**src/rtl/wb_pkg.sv**
```systemverilog
// wb_pkg: shared constants and entry type for the writeback queue.
package wb_pkg;
   localparam int WB_DEPTH = 4;
   localparam logic [4:0] WB_XZR = 5'd31;
   typedef struct packed {
      logic [4:0]  rd;
      logic [63:0] data;
   } wb_entry_t;
endpackage

```
**src/rtl/wb_fwd_match.sv**
```systemverilog
// wb_fwd_match: youngest-occupied-entry search for one operand index.
module wb_fwd_match
   import wb_pkg::*;
#(
   parameter int DEPTH = WB_DEPTH,
   parameter logic [4:0] XZR = WB_XZR
) (
   input  wb_entry_t [DEPTH-1:0]         entries,
   input  logic [DEPTH-1:0]              valid,
   input  logic [$clog2(DEPTH)-1:0]      head,
   input  logic [4:0]                    q,
   output logic                          hit,
   output logic [63:0]                   data
);
   localparam int AW = $clog2(DEPTH);
   logic [AW-1:0] idx;
   // Walk from oldest to youngest so the last match wins.
   always_comb begin
      hit = 1'b0;
      data = '0;
      idx = head;
      for (int i = 0; i < DEPTH; i++) begin
         idx = head + AW'(i);
         if (valid[idx] && entries[idx].rd == q && q != XZR) begin
            hit = 1'b1;
            data = entries[idx].data;
         end
      end
   end
endmodule

```
**src/rtl/wb_queue.sv**
```systemverilog
// wb_queue: FIFO of pending register writebacks driving the register-file
// write port, with lookup of the youngest pending value for two operands.
module wb_queue
   import wb_pkg::*;
#(
   parameter int DEPTH = WB_DEPTH,
   parameter logic [4:0] XZR = WB_XZR
) (
   input  logic                       clk,
   input  logic                       rst,
   input  logic                       in_valid,
   output logic                       in_ready,
   input  logic [4:0]                 in_rd,
   input  logic [63:0]                in_data,
   input  logic                       hold,
   output logic [4:0]                 RdReg3,
   output logic [63:0]                DataWr,
   output logic                       RFWr,
   input  logic [4:0]                 q_rn,
   input  logic [4:0]                 q_rm,
   output logic                       fwd_rn_hit,
   output logic                       fwd_rm_hit,
   output logic [63:0]                fwd_rn_data,
   output logic [63:0]                fwd_rm_data,
   output logic [$clog2(DEPTH):0]     count
);
   localparam int AW = $clog2(DEPTH);
   localparam int CW = AW + 1;
   wb_entry_t [DEPTH-1:0] mem;
   logic [DEPTH-1:0] valid;
   logic [AW-1:0] rp, wp;
   logic push, pop, occ;
   always_comb begin
      occ = count != '0;
      in_ready = !rst && count < CW'(DEPTH);
      push = in_valid && in_ready && in_rd != XZR;
      RFWr = occ && !hold;
      pop = RFWr;
      RdReg3 = occ ? mem[rp].rd : '0;
      DataWr = occ ? mem[rp].data : '0;
   end
   always_ff @(posedge clk or posedge rst)
      if (rst) begin
         rp <= '0;
         wp <= '0;
         count <= '0;
         valid <= '0;
      end else begin
         if (push) begin
            wp <= wp + 1'b1;
            valid[wp] <= 1'b1;
         end
         if (pop) begin
            rp <= rp + 1'b1;
            valid[rp] <= 1'b0;
         end
         count <= count + CW'(push) - CW'(pop);
      end
   // Storage is left unreset; the valid bits and count mask stale contents.
   always_ff @(posedge clk)
      if (push) mem[wp] <= '{rd: in_rd, data: in_data};
   wb_fwd_match #(.DEPTH(DEPTH), .XZR(XZR)) u_fwd_rn (
      .entries(mem), .valid(valid), .head(rp), .q(q_rn),
      .hit(fwd_rn_hit), .data(fwd_rn_data)
   );
   wb_fwd_match #(.DEPTH(DEPTH), .XZR(XZR)) u_fwd_rm (
      .entries(mem), .valid(valid), .head(rp), .q(q_rm),
      .hit(fwd_rm_hit), .data(fwd_rm_data)
   );
endmodule

```
**config.mk**
```make
export PLATFORM = sky130hd
export DESIGN_NAME = wb_queue
export DESIGN_NICKNAME = d
export VERILOG_FILES = /design/src/rtl/wb_pkg.sv /design/src/rtl/wb_fwd_match.sv /design/src/rtl/wb_queue.sv
export SDC_FILE = /design/constraint.sdc
export NUM_CORES = 1
export LEC_CHECK = 0
export CORE_UTILIZATION = 40
export CTS_CLUSTER_DIAMETER = 80
export CTS_CLUSTER_SIZE = 14
export DETAILED_ROUTE_END_ITERATION = 8
export PLACE_DENSITY_LB_ADDON = 0.08
export SLEW_MARGIN = 5
export SYNTH_ARGS = -nofsm -noshare
export SYNTH_HDL_FRONTEND = slang
export SYNTH_SLANG_ARGS = --single-unit
```
**constraint.sdc**
```tcl
create_clock -name clk -period 4.49 [get_ports clk]
set_clock_uncertainty 0.15 [all_clocks]
set_input_delay 0.6735 -clock clk [delete_from_list [all_inputs] [get_ports clk]]
set_output_delay 0.6735 -clock clk [all_outputs]
set_load 0.02 [all_outputs]
```
==> results of run 1 <==
==> worst max-delay path by stage <==
stage	to	from	slack, ps	cells past startpoint
floorplan	fwd_rm_data[10]	rp[1]	5	16
global placement	fwd_rn_data[1]	rp[0]	60	9
detailed placement	fwd_rm_data[1]	rp[1]	10	8
CTS	fwd_rm_data[0]	rp[1]	-240	14
global route	fwd_rn_data[22]	rp[0]	-180	15
finish	fwd_rn_data[1]	rp[1]	-100	15
==> sequential cells by signal (all words and copies together) (netlist names) <==
signal and cells:
rp 2, count 3, mem 276, wp 2, valid 4
==> worst reg2reg max path, stage by stage (launching register included) <==
cell and delay [ps]:
dfrtp_1 430, nor3_2 220, buf_4 530, nor2_1 150, buf_4 210, ha_1 270, inv_1 40, ha_1 180
fa_1 400, xnor2_1 130
==> synthesized netlist by cell type (5+ instances only) <==
cell type  instances  area (um2)
a22o_1            54       473.0
a311o_1           51       510.5
buf_2             86       430.4
nand4_1            7       43.79
a21boi_0          59       442.9
nor2b_1           64       400.4
nor2_1           139       521.8
o31ai_1           10       75.07
o211ai_1          62       465.5
dfrtp_1           11       275.3
and3_1           115       719.4
mux4_2           279        6284
nand3_1            7       35.03
nand2_1           31       116.4
xor2_1             5       43.79
o21ai_0            9       45.04
buf_1             16       60.06
nor3_1            69       345.3
ha_1              10       125.1
clkbuf_1          82       307.8
edfxtp_1         276        8288
xnor2_1           37       324.1
a311oi_1          10       87.58
a21oi_1          124       620.6
inv_1             14       52.55
buf_6             15       168.9
and2_1             8       50.05
==> power groups by stage <==
stage	combinational, W	clock, W	sequential, W
floorplan	0.00790	0	0.00338
CTS	0.0127	0.00217	0.00335
global route	0.0143	0.00225	0.00338
global placement	0.0117	0	0.00340
finish	0.0137	0.00213	0.00336
detailed placement	0.0118	0	0.00341
==> metal layers <==
metal	up-vias	wire length (um)	GRT usage [%]
li1	7560	-	-
met1	9630	33460	40.23
met2	1261	40950	46.99
met3	166	8552	4.845
met4	6	2291	8.972
met5	-	44	0
==> cells by family after synthesis <==
group	synth area share, %
AOI/OAI and AO/OA	13.36
xor gates and xnor gates	1.700
adders and majority gates	0.6708
buffers and inverters	4.817
DFF	39.57
muxes	29.14
and+or+nand+nor	10.74
==> stage by stage <==
step | instance area (um2) | util (%)
floorplan | 21940 | -
CTS | 27750 | 52.39
global placement | 26280 | 49.60
finish | 28860 | 54.48
global route | 28850 | 54.47
detailed placement | 26280 | 49.60
==> cell type report <==
| class | count | area share (%) |
|---|---|---|
| inverter | 14 | 0.1995 |
| sequential | 287 | 29.70 |
| tap | 688 | 2.983 |
| timing repair buffer | 495 | 20.09 |
| multi-input combinational | 1182 | 44.39 |
| clock inverter | 7 | 0.2081 |
| clock buffer | 34 | 2.393 |
| antenna | 4 | 0.03469 |
==> timing repair <==
action                                  4_1_cts  5_1_grt
endpoints found under the hold margin         0        0
hold buffers                                  0        0
endpoints found under the setup margin      144      130
resized for setup                           607      208
setup buffers                                36       18
cloned                                       16       20
pin swaps                                    20      100
==> results.toml, run 1 <==
[run_status]
status = "finished, violations left"
violations = "negative setup slack"

[synthesis]
syn-instance-count = 1685
yosysUniqueCellTypes = 48
yosys_warnings = 0
mappedNetlistNets = 1779
synth-main-ff-cell = "edfxtp_1"
ys_seq_area_share_pct = 39.57
synth_enable_flop_cells = 276
synth.avg_cell_area_um2 = 12.84
synth-async-reset-ratio_pct = 3.833
synth_seq_cells = 287
syn_area_um2 = 21640

[sta]
hold_viol = 0
rsz0062_at_grt = "yes"
layout_setup_ws_ps = -97.94
holdWs_ps = 279.6
min_period_ps = 4588
setup_viol = 68
slew-limit-headroom_pct = 54.38
setup_tns_ps = -2495
worstMarginPinSlew_ps = 681.1
clock.fmax_ghz = 0.2180
period_share_pct = 102.2
slew_viol_final = 0

[cts]
ctsHtreeMaxLevel = 1
clkTransAtPathRegs_ps = 70
clk_latency_ps = 590
cts_root_buffer = "clkbuf_16"
numCtsBuffers = 26
cts_tree = "done"
cts.sinks = 287
cts_buffer_depth = 3

[pwr]
power_frac_clock_pct = 11.1
swShare_pct = 43.46
p_per_area_nw_per_um2 = 664.5
intPower_w = 0.01084
leakagePower_nw = 10.03
irDropWorstVdd_v = 0.0004486
pwr-share-comb_pct = 71.4
total_power_w = 0.01917
pwr-share-seq_pct = 17.5
p_sw_w = 0.008334

[setup_path]
path_cells = "inv_4 > ha_4 > buf_6 > mux4_2 > buf_6 > xnor2_4 > o211a_4 > buf_6 > nand2_8 > buf_16 > buf_8 > buf_12 > a311o_1 > a22o_1 > buf_6"
cp_top_family = "buffers and inverters"
cp-end-kind = "output pin"
path_buf_inv = 8
cp_slowest_cell = "mux4_2"
critPathMaxFanout = 5
cp.arrival_ps = 3760
cp-start-kind = "flip-flop"
r2r-start = "count[1]"
reg2regPathDepth = 9
path_common_cell = "buf_6"
required_ps = 3670
critPathKind = "flip-flop to output pin"
r2r_end = "count[2]"
r2r_slack_ps = 1670
critPathMaxStageDelay_ps = 550

[detailed_routing]
first_pass_iters = 5
finalWirelength_um = 85300
post_drt_wl_per_cell_um = 31.46
vias = 18620
ant_nets = 0
drtIter0Drc = 1945
vias_per_cell = 6.869
drc = 0

[placed_design]
post-dp-hpwl_um = 48310
io_buffers = 286
pre_cts_ws_ps = 10.41
place.gp.congestion = 0.8436
dp.cells = 2581

[die]
pin_count = 287
dieArea_um2 = 55030
rows = 84
initial_core_util_pct = 40.85
die_height_um = 234.6
coreArea_um2 = 52970
die_x_um = 234.6

[cells_and_area]
drive_above_1_share_pct = 39.87
final_common_cell = "mux4_2"
fin_cells = 2711
regArea_um2 = 8571
fillers = 4388
syn_to_final_growth_pct = 33.36
final_nets = 2100
multi_input_area_um2 = 12810
most-common-layout-cells = "mux4_2 (279), edfxtp_1 (276), clkdlybuf4s50_1 (156)"

[global_routing]
grt_usage_pct = 29.11
grt_first_pass_wirelength_um = 118000
grt_pass1_vias = 17920
grt_max_degree = 75
antenna_found_initial = 5
overflow = 0

[worst_hold_path]
min_path_type = "input pin to asynchronous set/reset pin"

[job]
cap_viol_max_count = 0
Power figures use the tool's default switching activity.
==> inputs of run 2 (changes only) <==
- RECOVER_POWER: default -> 100
- clock period: 4.49 -> 3.9 ns (I/O delays scaled with it)
==> results.toml, run 2 (synthesized netlist as in run 1, its figures left out) <==
[sta]
holdWs_ps = 344.2
min_period_ps = 4578
setup_viol = 138
rsz0062_at_grt = "yes"
worstMarginPinSlew_ps = 1901
slew_viol_final = 110
slew-limit-headroom_pct = -26.76
clock.fmax_ghz = 0.2185
layout_setup_ws_ps = -677.6
period_share_pct = 117.4
hold_viol = 0

[cells_and_area]
fillers = 4426
largest_reg_flops = 276
top_register = "mem"
final_core_util_pct = 55.88
final_nets = 2182
top_regs = "mem: 276 flops, valid: 4 flops, count: 3 flops"
syn_to_final_growth_pct = 36.79
final_common_cell = "mux4_2"
drive_above_1_share_pct = 41.29
most-common-layout-cells = "mux4_2 (279), edfxtp_1 (276), buf_4 (176)"
multi_input_area_um2 = 12890
regArea_um2 = 8571

[die]
die_height_um = 234.6
pin_count = 287
coreArea_um2 = 52970
die_x_um = 234.6
rows = 84
dieArea_um2 = 55030
initial_core_util_pct = 40.85

[cts]
numCtsBuffers = 27
cts_buffer_depth = 3
clk_latency_ps = 560
ctsHtreeMaxLevel = 1
cts.sinks = 287
clkTransAtPathRegs_ps = 70
cts_tree = "done"
cts_root_buffer = "clkbuf_16"

[setup_path]
path_common_cell = "buf_6"
cp-start-kind = "flip-flop"
cp-end-kind = "output pin"
path_buf_inv = 6
required_ps = 3160
cp.arrival_ps = 3840
critPathMaxStageDelay_ps = 540
cp_top_family = "compound AO/OA/AOI/OAI gates"
critPathKind = "flip-flop to output pin"
critPathMaxFanout = 7
cp_slowest_cell = "mux4_2"
path_cells = "inv_4 > ha_4 > buf_6 > mux4_2 > xor2_2 > a211oi_4 > buf_4 > o2bb2ai_4 > clkbuf_16 > buf_8 > o211ai_1 > a21oi_2 > buf_6"

[global_routing]
grtUsageMet3_pct = 4.906
met2_usage_pct = 44.06
grt_max_degree = 93
gr-usage-met1_pct = 38.68
antenna_found_initial = 14
grt_first_pass_wirelength_um = 113600
grt_pass1_vias = 17770
busiest_layer = "met2"
grt_usage_pct = 27.64
overflow = 0

[detailed_routing]
ant_nets = 0
first_pass_iters = 6
vias_per_cell = 6.649
drtIter0Drc = 1766
finalWirelength_um = 81170
post_drt_wl_per_cell_um = 29.01
vias = 18600
drc = 0

[placed_design]
io_buffers = 286
place.gp.congestion = 0.8667
post-dp-hpwl_um = 50680
pre_cts_ws_ps = -454.9

[pwr]
irDropWorstVdd_v = 0.0004766
p_per_area_nw_per_um2 = 766.5
total_power_w = 0.02269
leakagePower_nw = 10.59

[job]
cap_viol_max_count = 3

[worst_hold_path]
min_path_type = "input pin to asynchronous set/reset pin"

[run_status]
status = "finished, violations left"
violations = "max-capacitance violations, max-slew violations, negative setup slack"
==> run 2: changes by cell type in the layout (fill, tap and decap cells not counted), moves of 8 or more <==
| cell | before | now |
|---|---|---|
| nor2_2 | 10 | 1 |
| a21boi_1 | 21 | 5 |
| dlymetal6s2s_1 | 0 | 9 |
| dlygate4sd3_1 | 0 | 75 |
| buf_4 | 120 | 176 |
| a21boi_0 | 35 | 52 |
| buf_12 | 49 | 61 |
| nor2_4 | 12 | 3 |
| buf_6 | 85 | 93 |
| nor2_1 | 118 | 136 |
| clkdlybuf4s50_1 | 156 | 73 |
==> run 2: per-layer routing <==
layer / wire, um / vias up
met2: 38580 / 1191
met1: 32250 / 9505
li1: - / 7716
met4: 2147 / 10
met5: 62 / -
met3: 8129 / 181
==> run 2: power by group <==
part           internal, W  switching (W)  total, W
Combinational      0.00803        0.00818    0.0162
Sequential         0.00368       0.000203   0.00388
Clock              0.00140        0.00120   0.00260
==> run 2: path summary, 6_finish.rpt <==
check,startpoint,endpoint,slack [ps],cells after the start
worst max-delay path,rp[0],fwd_rm_data[7],-680,13
worst min-delay path,rst,count[1],340,2
worst max register to register,count[2],mem[99],320,6
worst min register to register,count[0],count[0],410,1
max in group asynchronous,rst,rp[1],2910,2
min in group clk,count[0],count[0],410,1
==> run 2: what timing repair did <==
action / 4_1_cts / 5_1_grt
gates cloned: 9 / 17
endpoints found under the hold margin: 0 / 0
endpoints found under the setup margin: 194 / 194
gates resized for setup: 454 / 329
setup buffers: 26 / 44
pin swaps: 34 / 60
hold buffers: 0 / 0
==> run 2: layout make-up <==
cell class              instances  area share [%]
clock inverters                12          0.4354
multi-input cells            1183           43.55
flip-flops and latches        287           28.96
clock buffers                  31           2.333
inverters                      14          0.1944
repair buffers                575           21.55
well taps                     688           2.908
diodes                          8         0.06763
==> run 2: stage by stage <==
| step | TNS [ps] | instances | instance area [um2] |
|---|---|---|---|
| floorplan | -23150 | 1685 | 22460 |
| global placement | -41890 | 2659 | 27270 |
| detailed placement | -42230 | 2659 | 27270 |
| CTS | -84680 | 2736 | 28570 |
| global route | -93490 | 2795 | 29590 |
| finish | -75080 | 2798 | 29600 |
==> inputs of run 3 (changes only) <==
- CORE_MARGIN: default -> 4
- PLACE_DENSITY: default -> 0.69
- PLACE_DENSITY_LB_ADDON: 0.08 -> default
==> results.toml, run 3 (synthesized netlist as in run 1, its figures left out) <==
[global_routing]
grt_max_degree = 101
overflow = 0
grt_first_pass_wirelength_um = 111500
grt_pass1_vias = 18220
antenna_found_initial = 11
grt_usage_pct = 24.91

[cts]
numCtsBuffers = 27
clk_latency_ps = 560
cts_tree = "done"
ctsHtreeMaxLevel = 1
cts.sinks = 287
cts_buffer_depth = 3
hold_buffers = 0
cts_root_buffer = "clkbuf_16"
clkTransAtPathRegs_ps = 70

[pwr]
p_per_area_nw_per_um2 = 745.5
irDropWorstVdd_v = 0.0005557
total_power_w = 0.02199
leakagePower_nw = 10.33

[die]
rows = 84
pin_count = 287
initial_core_util_pct = 40.77
dieArea_um2 = 57880
die_x_um = 240.6
die_height_um = 240.6
coreArea_um2 = 53080

[detailed_routing]
drc = 0
vias_per_cell = 6.823
vias = 18830
wl_met2_um = 39280
drtIter0Drc = 2512
ant_nets = 0
wl_met3_um = 9104
top_layer = "met5"
first_pass_iters = 6
finalWirelength_um = 81180
wirelength_met1_um = 29620
post_drt_wl_per_cell_um = 29.42

[setup_path]
critical_path.endpoint = "fwd_rm_data[0]"
r2r-start = "count[2]"
critPathKind = "flip-flop to output pin"
cp-end-kind = "output pin"
r2r_end = "mem[186]"
critPathMaxFanout = 29
crit_start = "rp[0]"
r2r_slack_ps = 520
reg2regPathDepth = 6
cp.arrival_ps = 3680
required_ps = 3160
cp-start-kind = "flip-flop"

[run_status]
violations = "negative setup slack"
status = "finished, violations left"

[sta]
layout_setup_ws_ps = -514.9
slew_viol_final = 0
hold_viol = 0
rsz0062_at_grt = "yes"
setup_viol = 148
clock.fmax_ghz = 0.2265
min_period_ps = 4415
slew-limit-headroom_pct = 5.105
worstMarginPinSlew_ps = 1423
period_share_pct = 113.2

[cells_and_area]
top_register = "mem"
final_common_cell = "mux4_2"
top_regs = "mem: 276 flops, valid: 4 flops, count: 3 flops"
drive_above_1_share_pct = 41.69
syn_to_final_growth_pct = 36.30
final_nets = 2145
largest_reg_flops = 276
most-common-layout-cells = "mux4_2 (279), edfxtp_1 (276), buf_4 (140)"

[worst_hold_path]
min_path_type = "input pin to asynchronous set/reset pin"

[placed_design]
post-dp-hpwl_um = 48700
place.gp.congestion = 0.8617
pre_cts_ws_ps = -304.0
io_buffers = 286

[job]
cap_viol_max_count = 0
-- run 3: cell types whose count changed in the layout (fill, tap and decap cells not counted), moves of 5 or more --
| cell | change |
|---|---|
| dlymetal6s2s_1 | -6 |
| buf_2 | -18 |
| xnor2_2 | +5 |
| and3_1 | -9 |
| nor2_2 | +14 |
| nor2_1 | -15 |
| buf_4 | -36 |
| buf_6 | +16 |
| a21boi_1 | -5 |
| clkbuf_16 | +5 |
| a21boi_0 | +7 |
| and3_4 | +10 |
-- run 3: where the power goes --
group | internal [W] | leakage, nW | switching, W | total (W)
clock network | 0.00141 | 0.397 | 0.00121 | 0.00261
registers | 0.00368 | 2.63 | 0.000203 | 0.00388
logic | 0.00750 | 7.31 | 0.00799 | 0.0155
-- run 3: metal layers --
metal  GRT usage (%)  vias up
met3           4.697      250
met2           41.29     1389
met4           9.286        4
met5               0        -
met1           33.00     9522
li1                -     7660
-- run 3: what timing repair did --
action / in CTS / in global routing
resized for setup: 478 / 304
buffers inserted: 15 / 39
pin swaps: 21 / 49
gates cloned: 5 / 25
setup endpoints to repair: 186 / 192
endpoints found under the hold margin: 0 / 0
-- run 3: worst max-delay path: stages (launching register included) --
cell	delay, ps
dfrtp_4	490
inv_4	70
ha_4	220
buf_12	140
buf_8	140
mux4_2	340
xnor2_1	190
nand4_1	190
buf_4	180
or4_4	460
buf_12	200
o21ai_0	130
o21ai_2	90
clkdlybuf4s15_2	260
-- run 3: per-stage QoR --
| stage | instance area [um2] | hold slack, ps | utilization (%) | setup TNS, ps | std cells |
|---|---|---|---|---|---|
| global placement | 27120 | 391.6 | 51.09 | -25980 | 2627 |
| floorplan | 22460 | 287.4 | - | -23150 | 1685 |
| CTS | 28230 | 204.5 | 53.19 | -65480 | 2689 |
| finish | 29490 | 336.1 | 55.57 | -56620 | 2759 |
| global route | 29490 | 375.4 | 55.56 | -70080 | 2758 |
| detailed placement | 27120 | 409.0 | 51.09 | -28430 | 2627 |
-- run 3: how the worst min path moves through the flow --
stage | from | end | slack (ps) | cells past startpoint
floorplan | rst | count[0] | 290 | 1
global placement | count[0] | count[0] | 390 | 1
detailed placement | count[0] | count[0] | 410 | 1
CTS | rst | valid[2] | 200 | 2
global route | rst | valid[2] | 380 | 2
finish | rst | valid[2] | 340 | 2
-- run 3: cell type report --
| cell class | count | area (um2) |
|---|---|---|
| fillers | 4196 | 23580 |
| multi-input cells | 1183 | 12980 |
| flip-flops and latches | 287 | 8571 |
| repair buffers | 538 | 6185 |
| well taps | 688 | 860.8 |
| clock buffers | 34 | 701.9 |
| clock inverters | 9 | 118.9 |
| inverters | 14 | 57.56 |
| diodes | 6 | 15.01 |
